===== config.mk =====
export PLATFORM = sky130hd
export DESIGN_NAME = id_ex_pipe
export DESIGN_NICKNAME = d
export VERILOG_FILES = /design/src/rtl/mips_pipe_pkg.sv /design/src/rtl/id_ex_pipe_hazard_unit.sv /design/src/rtl/id_ex_pipe.sv
export SDC_FILE = /design/constraint.sdc
export NUM_CORES = 1
export LEC_CHECK = 0
export CAP_MARGIN = 20
export CORE_MARGIN = 5
export CORE_UTILIZATION = 34
export CTS_CLUSTER_SIZE = 40
export DETAILED_ROUTE_END_ITERATION = 8
export GPL_TIMING_DRIVEN = 0
export HOLD_SLACK_MARGIN = 0.15
export PLACE_DENSITY = 0.82
export SKIP_LAST_GASP = 1
export SYNTH_ARGS = -nofsm -noshare
export SYNTH_HDL_FRONTEND = slang
export SYNTH_SLANG_ARGS = --single-unit
export TNS_END_PERCENT = 20

===== constraint.sdc =====
create_clock -name clk -period 3 [get_ports clk]
set_clock_uncertainty 0.2 [all_clocks]
set_input_delay 0.9 -clock clk [delete_from_list [all_inputs] [get_ports clk]]
set_output_delay 0.9 -clock clk [all_outputs]
set_load 0.03 [all_outputs]

===== src/rtl/mips_pipe_pkg.sv =====
// rtl/mips_pipe_pkg.sv - shared MIPS pipeline control bundle, ALUOp encodings and opcodes
package mips_pipe_pkg;

  localparam int CTRL_W = 11;

  // Bit offsets of the control bundle, MSB first in the order the decoder emits them.
  localparam int CTRL_REG_DST    = 10;
  localparam int CTRL_ALU_SRC    = 9;
  localparam int CTRL_MEM_TO_REG = 8;
  localparam int CTRL_REG_WRITE  = 7;
  localparam int CTRL_MEM_READ   = 6;
  localparam int CTRL_MEM_WRITE  = 5;
  localparam int CTRL_BRANCH     = 4;
  localparam int CTRL_JUMP       = 3;
  localparam int CTRL_EXTEND_SEL = 2;
  localparam int CTRL_ALU_OP_LSB = 0;

  typedef struct packed {
    logic       reg_dst;
    logic       alu_src;
    logic       mem_to_reg;
    logic       reg_write;
    logic       mem_read;
    logic       mem_write;
    logic       branch;
    logic       jump;
    logic       extend_sel;
    logic [1:0] alu_op;
  } ctrl_t;

  typedef enum logic [1:0] {
    ALUOP_ADD   = 2'd0,
    ALUOP_SUB   = 2'd1,
    ALUOP_FUNCT = 2'd2,
    ALUOP_MADD  = 2'd3
  } aluop_t;

  typedef enum logic [5:0] {
    OP_R_FORMAT = 6'd0,
    OP_J        = 6'd2,
    OP_BEQ      = 6'd4,
    OP_ADDIU    = 6'd9,
    OP_MADDU    = 6'd28,
    OP_LW       = 6'd35,
    OP_SW       = 6'd43
  } opcode_t;

  function automatic ctrl_t decode_ctrl(opcode_t op);
    ctrl_t c;
    c = '0;
    case (op)
      OP_R_FORMAT: begin c.reg_dst = 1'b1; c.reg_write = 1'b1; c.alu_op = ALUOP_FUNCT; end
      OP_J:        c.jump = 1'b1;
      OP_BEQ:      begin c.branch = 1'b1; c.alu_op = ALUOP_SUB; end
      OP_ADDIU:    begin c.alu_src = 1'b1; c.reg_write = 1'b1; c.extend_sel = 1'b1; end
      OP_MADDU:    begin c.reg_dst = 1'b1; c.alu_op = ALUOP_MADD; end
      OP_LW:       begin c.alu_src = 1'b1; c.mem_to_reg = 1'b1; c.reg_write = 1'b1;
                         c.mem_read = 1'b1; c.extend_sel = 1'b1; end
      OP_SW:       begin c.alu_src = 1'b1; c.mem_write = 1'b1; c.extend_sel = 1'b1; end
      default:     c = '0;
    endcase
    return c;
  endfunction

endpackage


===== src/rtl/id_ex_pipe_hazard_unit.sv =====
// rtl/id_ex_pipe_hazard_unit.sv - combinational load-use hazard detection between EX and ID
module hazard_unit (
  input  logic       ex_valid_i,
  input  logic       ex_mem_read_i,
  input  logic [4:0] ex_rt_i,
  input  logic       id_valid_i,
  input  logic       id_jump_i,
  input  logic       id_reg_dst_i,
  input  logic       id_branch_i,
  input  logic       id_mem_write_i,
  input  logic [4:0] id_rs_i,
  input  logic [4:0] id_rt_i,
  output logic       load_use_o
);

  logic use_rs;
  logic use_rt;

  // J carries junk in its rs field; only R-type, branches and stores actually read rt.
  assign use_rs = ~id_jump_i;
  assign use_rt = id_reg_dst_i | id_branch_i | id_mem_write_i;

  assign load_use_o = ex_valid_i & ex_mem_read_i & (ex_rt_i != 5'd0) & id_valid_i &
                      ((use_rs & (ex_rt_i == id_rs_i)) | (use_rt & (ex_rt_i == id_rt_i)));

endmodule


===== src/rtl/id_ex_pipe.sv =====
// rtl/id_ex_pipe.sv - ID/EX pipeline register with load-use stall and flush bubbles;
// ID_EX_PERF_EN adds a saturating inserted-bubble counter
module id_ex_pipe
  import mips_pipe_pkg::*;
(
  input  logic              clk,
  input  logic              rst,
  input  logic              id_valid,
  input  logic [CTRL_W-1:0] id_ctrl,
  input  logic [31:0]       id_pc4,
  input  logic [31:0]       id_rs_data,
  input  logic [31:0]       id_rt_data,
  input  logic [31:0]       id_imm,
  input  logic [4:0]        id_rs,
  input  logic [4:0]        id_rt,
  input  logic [4:0]        id_rd,
  input  logic [5:0]        id_funct,
  input  logic              flush,
  output logic              ex_valid,
  output logic [CTRL_W-1:0] ex_ctrl,
  output logic [31:0]       ex_pc4,
  output logic [31:0]       ex_rs_data,
  output logic [31:0]       ex_rt_data,
  output logic [31:0]       ex_imm,
  output logic [4:0]        ex_rs,
  output logic [4:0]        ex_rt,
  output logic [4:0]        ex_rd,
  output logic [5:0]        ex_funct,
  output logic              stall,
  output logic              en_reg
`ifdef ID_EX_PERF_EN
  ,
  output logic [31:0]       bubble_cnt
`endif
);

  logic              ex_valid_q, ex_valid_d;
  logic [CTRL_W-1:0] ex_ctrl_q, ex_ctrl_d;
  logic [31:0]       ex_pc4_q, ex_rs_data_q, ex_rt_data_q, ex_imm_q;
  logic [4:0]        ex_rs_q, ex_rt_q, ex_rd_q;
  logic [5:0]        ex_funct_q;
  logic              load_use;
  logic              bubble;

  hazard_unit u_hazard (
    .ex_valid_i     (ex_valid_q),
    .ex_mem_read_i  (ex_ctrl_q[CTRL_MEM_READ]),
    .ex_rt_i        (ex_rt_q),
    .id_valid_i     (id_valid),
    .id_jump_i      (id_ctrl[CTRL_JUMP]),
    .id_reg_dst_i   (id_ctrl[CTRL_REG_DST]),
    .id_branch_i    (id_ctrl[CTRL_BRANCH]),
    .id_mem_write_i (id_ctrl[CTRL_MEM_WRITE]),
    .id_rs_i        (id_rs),
    .id_rt_i        (id_rt),
    .load_use_o     (load_use)
  );

  // Masking with rst keeps the decoder enabled while the pipe is being cleared.
  assign stall  = load_use & ~rst;
  assign en_reg = ~stall;
  assign bubble = stall | flush | ~id_valid;

  always_comb begin
    ex_valid_d = ~bubble;
    ex_ctrl_d  = bubble ? '0 : id_ctrl;
  end

  always_ff @(posedge clk) begin
    if (rst) begin
      ex_valid_q   <= 1'b0;
      ex_ctrl_q    <= '0;
      ex_pc4_q     <= '0;
      ex_rs_data_q <= '0;
      ex_rt_data_q <= '0;
      ex_imm_q     <= '0;
      ex_rs_q      <= '0;
      ex_rt_q      <= '0;
      ex_rd_q      <= '0;
      ex_funct_q   <= '0;
    end else begin
      ex_valid_q   <= ex_valid_d;
      ex_ctrl_q    <= ex_ctrl_d;
      ex_pc4_q     <= id_pc4;
      ex_rs_data_q <= id_rs_data;
      ex_rt_data_q <= id_rt_data;
      ex_imm_q     <= id_imm;
      ex_rs_q      <= id_rs;
      ex_rt_q      <= id_rt;
      ex_rd_q      <= id_rd;
      ex_funct_q   <= id_funct;
    end
  end

  assign ex_valid   = ex_valid_q;
  assign ex_ctrl    = ex_ctrl_q;
  assign ex_pc4     = ex_pc4_q;
  assign ex_rs_data = ex_rs_data_q;
  assign ex_rt_data = ex_rt_data_q;
  assign ex_imm     = ex_imm_q;
  assign ex_rs      = ex_rs_q;
  assign ex_rt      = ex_rt_q;
  assign ex_rd      = ex_rd_q;
  assign ex_funct   = ex_funct_q;

`ifdef ID_EX_PERF_EN
  logic [31:0] bubble_cnt_q, bubble_cnt_d;

  // Idle slots (id_valid=0) are not hazards, so they are not counted.
  always_comb begin
    bubble_cnt_d = bubble_cnt_q;
    if ((stall | flush) && (bubble_cnt_q != 32'hFFFF_FFFF))
      bubble_cnt_d = bubble_cnt_q + 32'd1;
  end

  always_ff @(posedge clk) begin
    if (rst) bubble_cnt_q <= '0;
    else     bubble_cnt_q <= bubble_cnt_d;
  end

  assign bubble_cnt = bubble_cnt_q;
`endif

endmodule


==> results of run 1 <==
[state kept, by name, summed over array words and instances (netlist names)]
signal	flops
ex_ctrl	11
ex_funct	6
ex_imm	32
ex_pc4	32
ex_rd	5
ex_rs	5
ex_rs_data	32
ex_rt	5
ex_rt_data	32
ex_valid	1
[metrics by stage]
step,setup TNS (ns),hold slack [ns],instances
4_1_cts,-0.279,0.496,918
5_1_grt,-0.326,0.522,920
6_report,-0.187,0.526,920
3_3_place_gp,-2.28,0.515,877
2_1_floorplan,0,0.460,375
3_5_place_dp,-2.35,0.517,877
[worst max-delay path, stage by stage]
cell     delay [ns]
buf_6          0.10
xnor2_2        0.14
nand4_1        0.18
o32ai_4        0.28
buf_6          0.15
and2_4         0.13
buf_6          0.12
[area by class of cell]
cell class	count	area, um^2
buffer	20	93.8
inverter	11	41.3
clock inverter	9	109
fill	940	4440
sequential	161	3220
clock buffer	23	448
timing repair buffer	337	3330
tap	176	220
multi-input combinational	183	1290
[layer usage]
| layer | vias up | track usage |
|---|---|---|
| li1 | 1865 | - |
| met1 | 1748 | 0.175 |
| met2 | 203 | 0.365 |
| met3 | 25 | 0.104 |
| met4 | 0 | 0.0689 |
| met5 | - | 0 |
[cells in the final DEF (no fill, tap or decap), types with 2 or more instances in the layout]
cell             instances
dlygate4sd2_1            4
nand4_1                  2
inv_1                   11
bufinv_16                2
buf_6                    6
buf_4                   13
xnor2_2                  6
xnor2_1                  3
clkinv_2                 3
dfxtp_1                161
clkbuf_1                23
clkbuf_16               17
clkdlybuf4s15_1          4
clkbuf_2                 4
clkinv_4                 2
a211oi_1                11
nor2b_1                149
clkdlybuf4s50_1        308
[repair_timing]
action | 4_1_cts | 5_1_grt
gates resized for setup | 63 | 13
setup buffers | 9 | 2
pin swaps | 10 | 10
endpoints found under the setup margin | 2 | 2
[how the worst max path moves through the flow]
stage                   from     to  slack, ns  depth (start not counted)
floorplan           id_rs[0]  stall       0.03                          5
global placement         rst  stall      -1.22                          7
detailed placement  id_rs[0]  stall      -1.23                          7
CTS                 id_rs[4]  stall      -0.15                          7
global route        id_rs[4]  stall      -0.17                          7
finish              id_rs[4]  stall      -0.11                          7
[report_power, final]
group / switching, mW / total (mW) / internal, mW
Combinational: 0.394 / 0.832 / 0.438
Sequential: 0.0380 / 2.29 / 2.25
Clock: 0.819 / 2.05 / 1.23
Total: 1.25 / 5.17 / 3.92
[logic make-up after synthesis]
| family | after synthesis | synth area share |
|---|---|---|
| buffers and inverters | 31 | 0.0283 |
| flip-flops | 161 | 0.709 |
| AND/OR/NAND/NOR | 158 | 0.216 |
| XOR/XNOR | 10 | 0.0193 |
| AO/OA/AOI/OAI | 15 | 0.0281 |
==> reports/qor.yml, run 1 <==
status: "finished, violations left"
failed_checks: "negative setup slack"
placed_area_um2: 8030
hold_depth: 2
crit_required_ns: 1.90
post-route-util: 0.664
maxCapViolations: 0
finalCritPeriodShare: 1.04
final-hold-violation-count: 0
power_mw: 5.17
grt_usage: 0.194
cp_max_fo: 3
hp-class: "input port to flip-flop"
drive_above_1_share: 0.0847
grt_pass1_vias: 4213
fin_area_um2: 8750
clkLatencyLatePin_ns: 0.41
synth-edff-count: 0
wl_met2_mm: 8.34
syn_area_um2: 4550
via_count: 3841
synth-main-ff-cell: "dfxtp_1"
die_h_um: 126
via_per_inst: 4.18
crit_path_end_kind: "output pin"
yosys.area.top_type_share: 0.709
core_um2: 13200
grt_pass1_wl_mm: 23.2
syn_nets: 539
rsz0062_at_grt: "true"
synth.avg_cell_area_um2: 12.1
vdd_drop_max_v: 0.000402
powerDensity_nw_per_um2: 590
synth.largest_area_cell: "dfxtp_1"
ys_seq_area_frac: 0.709
r2r-end: "ex_ctrl[9]$_SDFF_PP0_"
antenna_cells: 0
finalMaxSlewViolations: 0
rr_worst_depth: 8
pre_cts_ws_ns: -1.23
synth_cells: 375
gp_congestion: 0.900
top_layer: "met4"
cts_root_buf: "clkbuf_16"
wl_met3_mm: 1.72
relSlewSlack: 0.556
routedWlPerCell_um: 17.1
first_pass_iters: 4
num_rows: 42
yosys_warnings: 0
hpwl_mm: 12.1
clock-sinks: 161
worstMarginPinSlew_ns: 0.667
start_util: 0.345
portBuffers: 326
synthArstFlopShare: 0
io_pins: 327
hold_end: "ex_rs[4]$_SDFF_PP0_"
antenna_left: 0
yosysMostFrequentCell: "dfxtp_1"
p_leak_nw: 3.43
reg2reg_from: "ex_rt[3]$_SDFF_PP0_"
min_period_ns: 3.11
worstHoldStart: "id_rs[4]"
antenna_found_initial: 0
cts-hold-fix-buffers: 0
tritoncts: "done"
r2r_setup_slack_ns: 0.97
clockBufferDepth: 2
grt_max_degree: 17
yosys_register_bits: 161
cts_made_buffers: 17
htree_levels: 4
synth_commonest_cells: "161 x dfxtp_1, 150 x nor2b_1, 17 x clkbuf_1, 11 x a211oi_1, 11 x inv_1"
fin_nets: 895
clkTransAtPathRegs_ns: 0.06
fmax_mhz: 322
drt-total-wl_mm: 15.8
arrival_ns: 2.01
synth.area.top_cells: "dfxtp_1 71%, nor2b_1 21%, a211oi_1 1.8%"
wl_met1_mm: 5.32
dieArea_um2: 15800
drt_drc_violations_left: 0
area_growth_pct: 92.4
drtIter0Drc: 135
crit_type: "input port to output pin"
die_w_um: 126
setup_slack_ns: -0.105
setup_viol: 2
ys_types: 20
startpoint_type: "input port"
overflow: 0
(Power assumes the default switching activity.)
==> run 2: changes to the inputs <==
--- a/config.mk
+++ b/config.mk
@@ -6,13 +6,13 @@
 export NUM_CORES = 1
 export LEC_CHECK = 0
 export CAP_MARGIN = 20
-export CORE_MARGIN = 5
-export CORE_UTILIZATION = 34
+export CORE_AREA = 3 3 127 129
 export CTS_CLUSTER_SIZE = 40
 export DETAILED_ROUTE_END_ITERATION = 8
+export DIE_AREA = 0 0 130 132
 export GPL_TIMING_DRIVEN = 0
 export HOLD_SLACK_MARGIN = 0.15
-export PLACE_DENSITY = 0.82
+export PLACE_DENSITY = 0.74
 export SKIP_LAST_GASP = 1
 export SYNTH_ARGS = -nofsm -noshare
 export SYNTH_HDL_FRONTEND = slang
==> run 2 against run 1 <==
The flow still finishes with violations (negative setup slack). Power increased by 4.8%. First-iteration DRC count decreased by 48%. Via count decreased by 0.23%. Critical endpoint unchanged. Largest cell class unchanged. Highest routed layer is now met5.
==> reports/qor.yml, run 2 (synthesis gave the netlist of run 1 again) <==
whs_ns: 0.520  # was 0.526 ns
clockBufferDepth: 2  # unchanged
relSlewSlack: 0.545  # was 0.556
crit_path_end_kind: "output pin"  # unchanged
fin_nets: 891  # was 895
cts_root_buf: "clkbuf_16"  # unchanged
drtIter0Drc: 70  # was 135
powerDensity_nw_per_um2: 615  # was 590 nW/um^2
hold_depth: 2  # unchanged
die_w_um: 130  # was 126 um
startpoint_type: "input port"  # unchanged
grt_max_degree: 17  # unchanged
drive_above_1_share: 0.0892  # was 0.0847
overflow: 0  # unchanged
via_count: 3832  # was 3,841
finalMaxSlewViolations: 0  # unchanged
rr_worst_depth: 6  # was 8
htree_levels: 4  # unchanged
rsz0062_at_grt: "true"  # unchanged
via_per_inst: 4.13  # was 4.18
worstMarginPinSlew_ns: 0.683  # was 0.667 ns
antenna_cells: 0  # unchanged
portBuffers: 326  # unchanged
dieArea_um2: 17200  # was 15,800 um^2
fill_cells: 1209  # was 940
maxCapViolations: 0  # unchanged
p_leak_nw: 3.43  # about the same
die_h_um: 132  # was 126 um
most-common-layout-cells: "308 x clkdlybuf4s50_1, 161 x dfxtp_1, 149 x nor2b_1"  # unchanged
finalCritPeriodShare: 1.04  # about the same
io_pins: 327  # unchanged
core_um2: 15100  # was 13,200 um^2
crit_required_ns: 1.90  # about the same
grt_pass1_wl_mm: 21.9  # was 23.2 mm
hp-class: "input port to flip-flop"  # unchanged
routedWlPerCell_um: 15.8  # was 17.1 um
gp_congestion: 0.810  # was 0.900
status: "finished, violations left"  # unchanged
cts_made_buffers: 17  # unchanged
cp_max_fo: 3  # unchanged
clkLatencyLatePin_ns: 0.41  # about the same
grt_pass1_vias: 4100  # was 4,213
clock-sinks: 161  # unchanged
start_util: 0.300  # was 0.345
first_pass_iters: 4  # unchanged
setup_tns_ns: -0.198  # was -0.187 ns
setup_viol: 2  # unchanged
grt_usage: 0.170  # was 0.194
final-hold-violation-count: 0  # unchanged
num_rows: 45  # was 42
min_period_ns: 3.12  # was 3.11 ns
arrival_ns: 2.02  # was 2.01 ns
mostFrequentLayoutCell: "clkdlybuf4s50_1"  # unchanged
drt-total-wl_mm: 14.7  # was 15.8 mm
area_growth_pct: 93.5  # was 92.4%
crit_type: "input port to output pin"  # unchanged
drt_drc_violations_left: 0  # unchanged
setup_slack_ns: -0.121  # was -0.105 ns
antenna_left: 0  # unchanged
clkTransAtPathRegs_ns: 0.06  # about the same
failed_checks: "negative setup slack"  # unchanged
tritoncts: "done"  # unchanged
antenna_found_initial: 2  # was 0
hpwl_mm: 11.6  # was 12.1 mm
fmax_mhz: 320  # was 322 MHz
vdd_drop_max_v: 0.000326  # was 0.000402 V
## run 2: cell count changes in the layout (fill, tap and decap cells not counted), moves of 4 or more
cell             previous run  this run
buf_4                      13         8
buf_2                       0         5
clkbuf_1                   23        17
clkdlybuf4s15_2             0         4
inv_6                       1         5
clkbuf_2                    4         0
## run 2: path summary, 6_finish.rpt
check	slack (ns)	endpoint	start
worst min-delay path	0.52	ex_rs[3]$_SDFF_PP0_	id_rs[3]
worst max-delay path	-0.12	stall	id_rs[1]
worst min register to register	0.66	ex_valid$_SDFF_PP0_	ex_ctrl[6]$_SDFF_PP0_
worst max register to register	1.22	ex_ctrl[4]$_SDFF_PP0_	ex_rt[1]$_SDFF_PP0_
## run 2: what timing repair did
action                                  CTS  global route
setup buffers                             7             0
hold buffers                              0             0
hold endpoints to repair                  0             0
pin swaps                                14             0
gates resized for setup                  77             0
endpoints found under the setup margin    2             2
## run 2: metal layers
layer  part of all wire  routed length [um]  GRT usage
met1               0.35                5060      0.164
met5             0.0018                  27          0
met2               0.50                7390      0.297
met4              0.023                 333     0.0687
met3               0.13                1850     0.0928
## run 2: stage by stage
stage	cell area (um^2)	util	total power, mW	worst slack (ns)	cells
final	8800	0.581	5.41	-0.121	928
after detailed placement	8050	0.531	3.15	-1.22	889
after global placement	8050	0.531	3.14	-1.21	889
after CTS	8800	0.581	5.48	-0.0515	928
after global routing	8800	0.581	5.62	-0.186	928
after floorplan	4550	-	2.67	0.0325	375
## run 2: power by group
| group | internal (mW) | switching, mW | leakage (nW) |
|---|---|---|---|
| combinational | 0.434 | 0.383 | 1.78 |
| sequential | 2.25 | 0.0375 | 1.34 |
| clock | 1.43 | 0.879 | 0.308 |
| total | 4.11 | 1.30 | 3.43 |
## run 2: layout make-up
class,count,area (um^2),area share
buffer,20,93.8,0.0107
clock buffer,18,439,0.0499
tap,188,235,0.0267
multi-input combinational,183,1270,0.144
inverter,11,41.3,0.00469
clock inverter,14,201,0.0229
timing repair buffer,333,3300,0.375
sequential,161,3220,0.366
## run 2: worst max-delay path: stages
cell	delay [ns]
buf_2	0.12
xnor2_2	0.15
nand4_1	0.15
o32ai_4	0.29
buf_6	0.15
and2_4	0.13
buf_6	0.12
==> run 3: changes to the inputs <==
--- a/config.mk
+++ b/config.mk
@@ -5,14 +5,15 @@
 export SDC_FILE = /design/constraint.sdc
 export NUM_CORES = 1
 export LEC_CHECK = 0
+export ABC_AREA = 1
 export CAP_MARGIN = 20
-export CORE_AREA = 3 3 127 129
+export CORE_AREA = 3 3 125 127
 export CTS_CLUSTER_SIZE = 40
 export DETAILED_ROUTE_END_ITERATION = 8
-export DIE_AREA = 0 0 130 132
+export DIE_AREA = 0 0 128 130
 export GPL_TIMING_DRIVEN = 0
 export HOLD_SLACK_MARGIN = 0.15
-export PLACE_DENSITY = 0.74
+export PLACE_DENSITY = 0.77
 export SKIP_LAST_GASP = 1
 export SYNTH_ARGS = -nofsm -noshare
 export SYNTH_HDL_FRONTEND = slang
==> run 3 against run 2 <==
The flow now finishes without violations. Synthesized cell count rose by 48%. Maximum frequency rose by 7.5%. Wire length rose by 3.0%. Design area rose by 1.5%. Critical path depth rose by 1. Sequential power barely moved. Combinational power rose by 2%. Highest routed layer unchanged. Area after synthesis rose by 4.5%. Sequential share of layout area fell by 0.52 points. Non-clock buffer count rose by 7.
==> reports/qor.yml, run 3 <==
area_growth_pct: 87.9  # was 93.5%
most-common-layout-cells: "308 x clkdlybuf4s50_1, 168 x nor2_1, 165 x inv_1"  # was 308 x clkdlybuf4s50_1, 161 x dfxtp_1, 149 x nor2b_1
portBuffers: 325  # was 326
setup_tns_ns: 0  # was -0.198 ns
dieArea_um2: 16600  # was 17,200 um^2
tritoncts: "done"  # unchanged
die_h_um: 130  # was 132 um
status: "complete, no violations"  # was finished, violations left
via_count: 4337  # was 3,832
yosys_warnings: 0  # unchanged
grt_pass1_vias: 4210  # was 4,100
synth_commonest_cells: "169 x inv_1, 168 x nor2_1, 161 x dfxtp_1, 30 x nand2_1, 13 x buf_2"  # was 161 x dfxtp_1, 150 x nor2b_1, 17 x clkbuf_1, 11 x a211oi_1, 11 x inv_1
worstHoldStart: "id_rt[4]"  # was id_rs[3]
relSlewSlack: 0.585  # was 0.545
grt_usage: 0.174  # was 0.170
syn_nets: 720  # was 539
dp.cells: 1065  # was 889
clkTransAtPathRegs_ns: 0.06  # about the same
r2r_setup_slack_ns: 1.22  # about the same
yosys_register_bits: 161  # unchanged
rr_worst_depth: 12  # was 6
drive_above_1_share: 0.0797  # was 0.0892
synth.avg_cell_area_um2: 8.54  # was 12.1 um^2
antenna_found_initial: 1  # was 2
rsz0062_at_grt: "false"  # was true
routedWlPerCell_um: 13.6  # was 15.8 um
io_pins: 327  # unchanged
start_util: 0.327  # was 0.300
worstMarginPinSlew_ns: 0.623  # was 0.683 ns
first_pass_iters: 4  # unchanged
hp-class: "input port to flip-flop"  # unchanged
clock-sinks: 161  # unchanged
finalMaxSlewViolations: 0  # unchanged
hpwl_mm: 11.9  # was 11.6 mm
reg2reg_from: "ex_rt[2]$_SDFF_PP0_"  # was ex_rt[1]$_SDFF_PP0_
maxCapViolations: 0  # unchanged
cts_made_buffers: 17  # unchanged
grt_max_degree: 17  # unchanged
synth-main-ff-cell: "dfxtp_1"  # unchanged
fin_area_um2: 8930  # was 8800 um^2
grt_pass1_wl_mm: 21.9  # about the same
power_mw: 5.23  # was 5.41 mW
num_rows: 44  # was 45
htree_levels: 4  # unchanged
p_leak_nw: 4.35  # was 3.43 nW
crit_required_ns: 1.90  # about the same
synth.area.top_cells: "dfxtp_1 68%, inv_1 13%, nor2_1 13%"  # was dfxtp_1 71%, nor2b_1 21%, a211oi_1 1.8%
gp_congestion: 0.785  # was 0.810
via_per_inst: 3.90  # was 4.13
die_w_um: 128  # was 130 um
synth_cells: 556  # was 375
drt_drc_violations_left: 0  # unchanged
powerDensity_nw_per_um2: 586  # was 615 nW/um^2
clockBufferDepth: 2  # unchanged
cts_root_buf: "clkbuf_16"  # unchanged
antenna_cells: 0  # unchanged
yosysMostFrequentCell: "inv_1"  # was dfxtp_1
syn_area_um2: 4750  # was 4550 um^2
mostFrequentLayoutCell: "clkdlybuf4s50_1"  # unchanged
drt-total-wl_mm: 15.1  # was 14.7 mm
crit_path_end_kind: "output pin"  # unchanged
ys_types: 13  # was 20
antenna_left: 0  # unchanged
placed_area_um2: 8230  # was 8050 um^2
fin_cells: 1113  # was 928
yosys.area.top_type_share: 0.678  # was 0.709
core_um2: 14500  # was 15,100 um^2
cts-hold-fix-buffers: 0  # unchanged
overflow: 0  # unchanged
hold_end: "ex_rt[4]$_SDFF_PP0_"  # was ex_rs[3]$_SDFF_PP0_
fill_cells: 1184  # was 1,209
crit_type: "input port to output pin"  # unchanged
setup_viol: 0  # was 2
r2r-end: "ex_ctrl[7]$_SDFF_PP0_"  # was ex_ctrl[4]$_SDFF_PP0_
ys_seq_area_frac: 0.678  # was 0.709
clkLatencyLatePin_ns: 0.41  # about the same
arrival_ns: 1.80  # was 2.02 ns
cp_max_fo: 3  # unchanged
synth-edff-count: 0  # unchanged
fmax_mhz: 344  # was 320 MHz
vdd_drop_max_v: 0.000352  # was 0.000326 V
hold_depth: 3  # was 2
finalCritPeriodShare: 0.968  # was 1.04
synth.largest_area_cell: "dfxtp_1"  # unchanged
fin_nets: 1080  # was 891
min_period_ns: 2.90  # was 3.12 ns
drtIter0Drc: 93  # was 70
startpoint_type: "input port"  # unchanged
synthArstFlopShare: 0  # unchanged
final-hold-violation-count: 0  # unchanged
run 3: changes by cell type in the layout (fill, tap and decap cells not counted), sizes merged, moves of 2 or more:
cell | previous run | this run
nor2 | 1 | 169
bufinv | 4 | 2
clkdlybuf4s15 | 7 | 3
a211oi | 11 | 0
inv | 16 | 171
clkbuf | 35 | 26
a21oi | 2 | 0
dlygate4sd2 | 2 | 9
nand2 | 1 | 32
clkinv | 3 | 6
buf | 19 | 33
xnor2 | 9 | 0
nor2b | 150 | 0
run 3: kinds of logic (layout without fill, tap and decap cells):
logic type    Yosys count  in the layout  share of synthesized area
buf+inv               188            561                      0.154
flops                 161            161                      0.678
simple gates          207            207                      0.167
run 3: worst max path at each step:
stage | start | endpoint | slack (ns) | depth (start not counted)
4_1_cts | id_valid | stall | 0.007 | 8
5_1_grt | id_rs[0] | stall | 0.003 | 10
3_5_place_dp | id_rs[2] | stall | -0.70 | 10
2_1_floorplan | rst | stall | 0.23 | 6
3_3_place_gp | id_rs[1] | stall | -0.71 | 10
6_report | id_ctrl[5] | stall | 0.1 | 8
run 3: critical path: stages:
cell and delay, ns:
dlygate4sd2_1 0.26, nor3_2 0.19, nor2_1 0.06, nand3_1 0.06, nand2_1 0.06, nand2_2 0.10
inv_2 0.04, buf_6 0.13
run 3: power by group:
part           total (mW)  leakage (nW)  switching [mW]  internal [mW]
combinational       0.833          2.73           0.414          0.419
sequential           2.28          1.34          0.0316           2.25
clock                2.12         0.287           0.846           1.27
run 3: what timing repair did:
action | 4_1_cts | 5_1_grt
setup endpoints to repair | 2 | 2
pin swaps | 11 | 7
buffers inserted | 15 | 1
hold endpoints to repair | 0 | 0
resized for setup | 30 | 10
run 3: area by class of cell:
cell class	count	area (um^2)	area share
timing repair buffer	341	3350	0.376
sequential	161	3220	0.361
multi-input combinational	207	800	0.0896
inverter	169	634	0.0711
clock buffer	20	457	0.0512
tap	184	230	0.0258
clock inverter	12	130	0.0146
buffer	19	98.8	0.0111
run 3: stage by stage:
step | hold WS (ns) | setup WS, ns | utilization
floorplan | 0.565 | 0.230 | -
global placement | 0.524 | -0.706 | 0.567
detailed placement | 0.525 | -0.703 | 0.567
CTS | 0.634 | 0.00739 | 0.614
global route | 0.547 | 0.00256 | 0.614
finish | 0.531 | 0.0969 | 0.614
run 3: metal layers:
metal | GRT usage | wire [um] | vias to the layer above
met5 | 0 | 13 | -
li1 | - | - | 2228
met4 | 0.0531 | 248 | 2
met3 | 0.0786 | 1390 | 18
met2 | 0.319 | 7980 | 192
met1 | 0.179 | 5480 | 1897
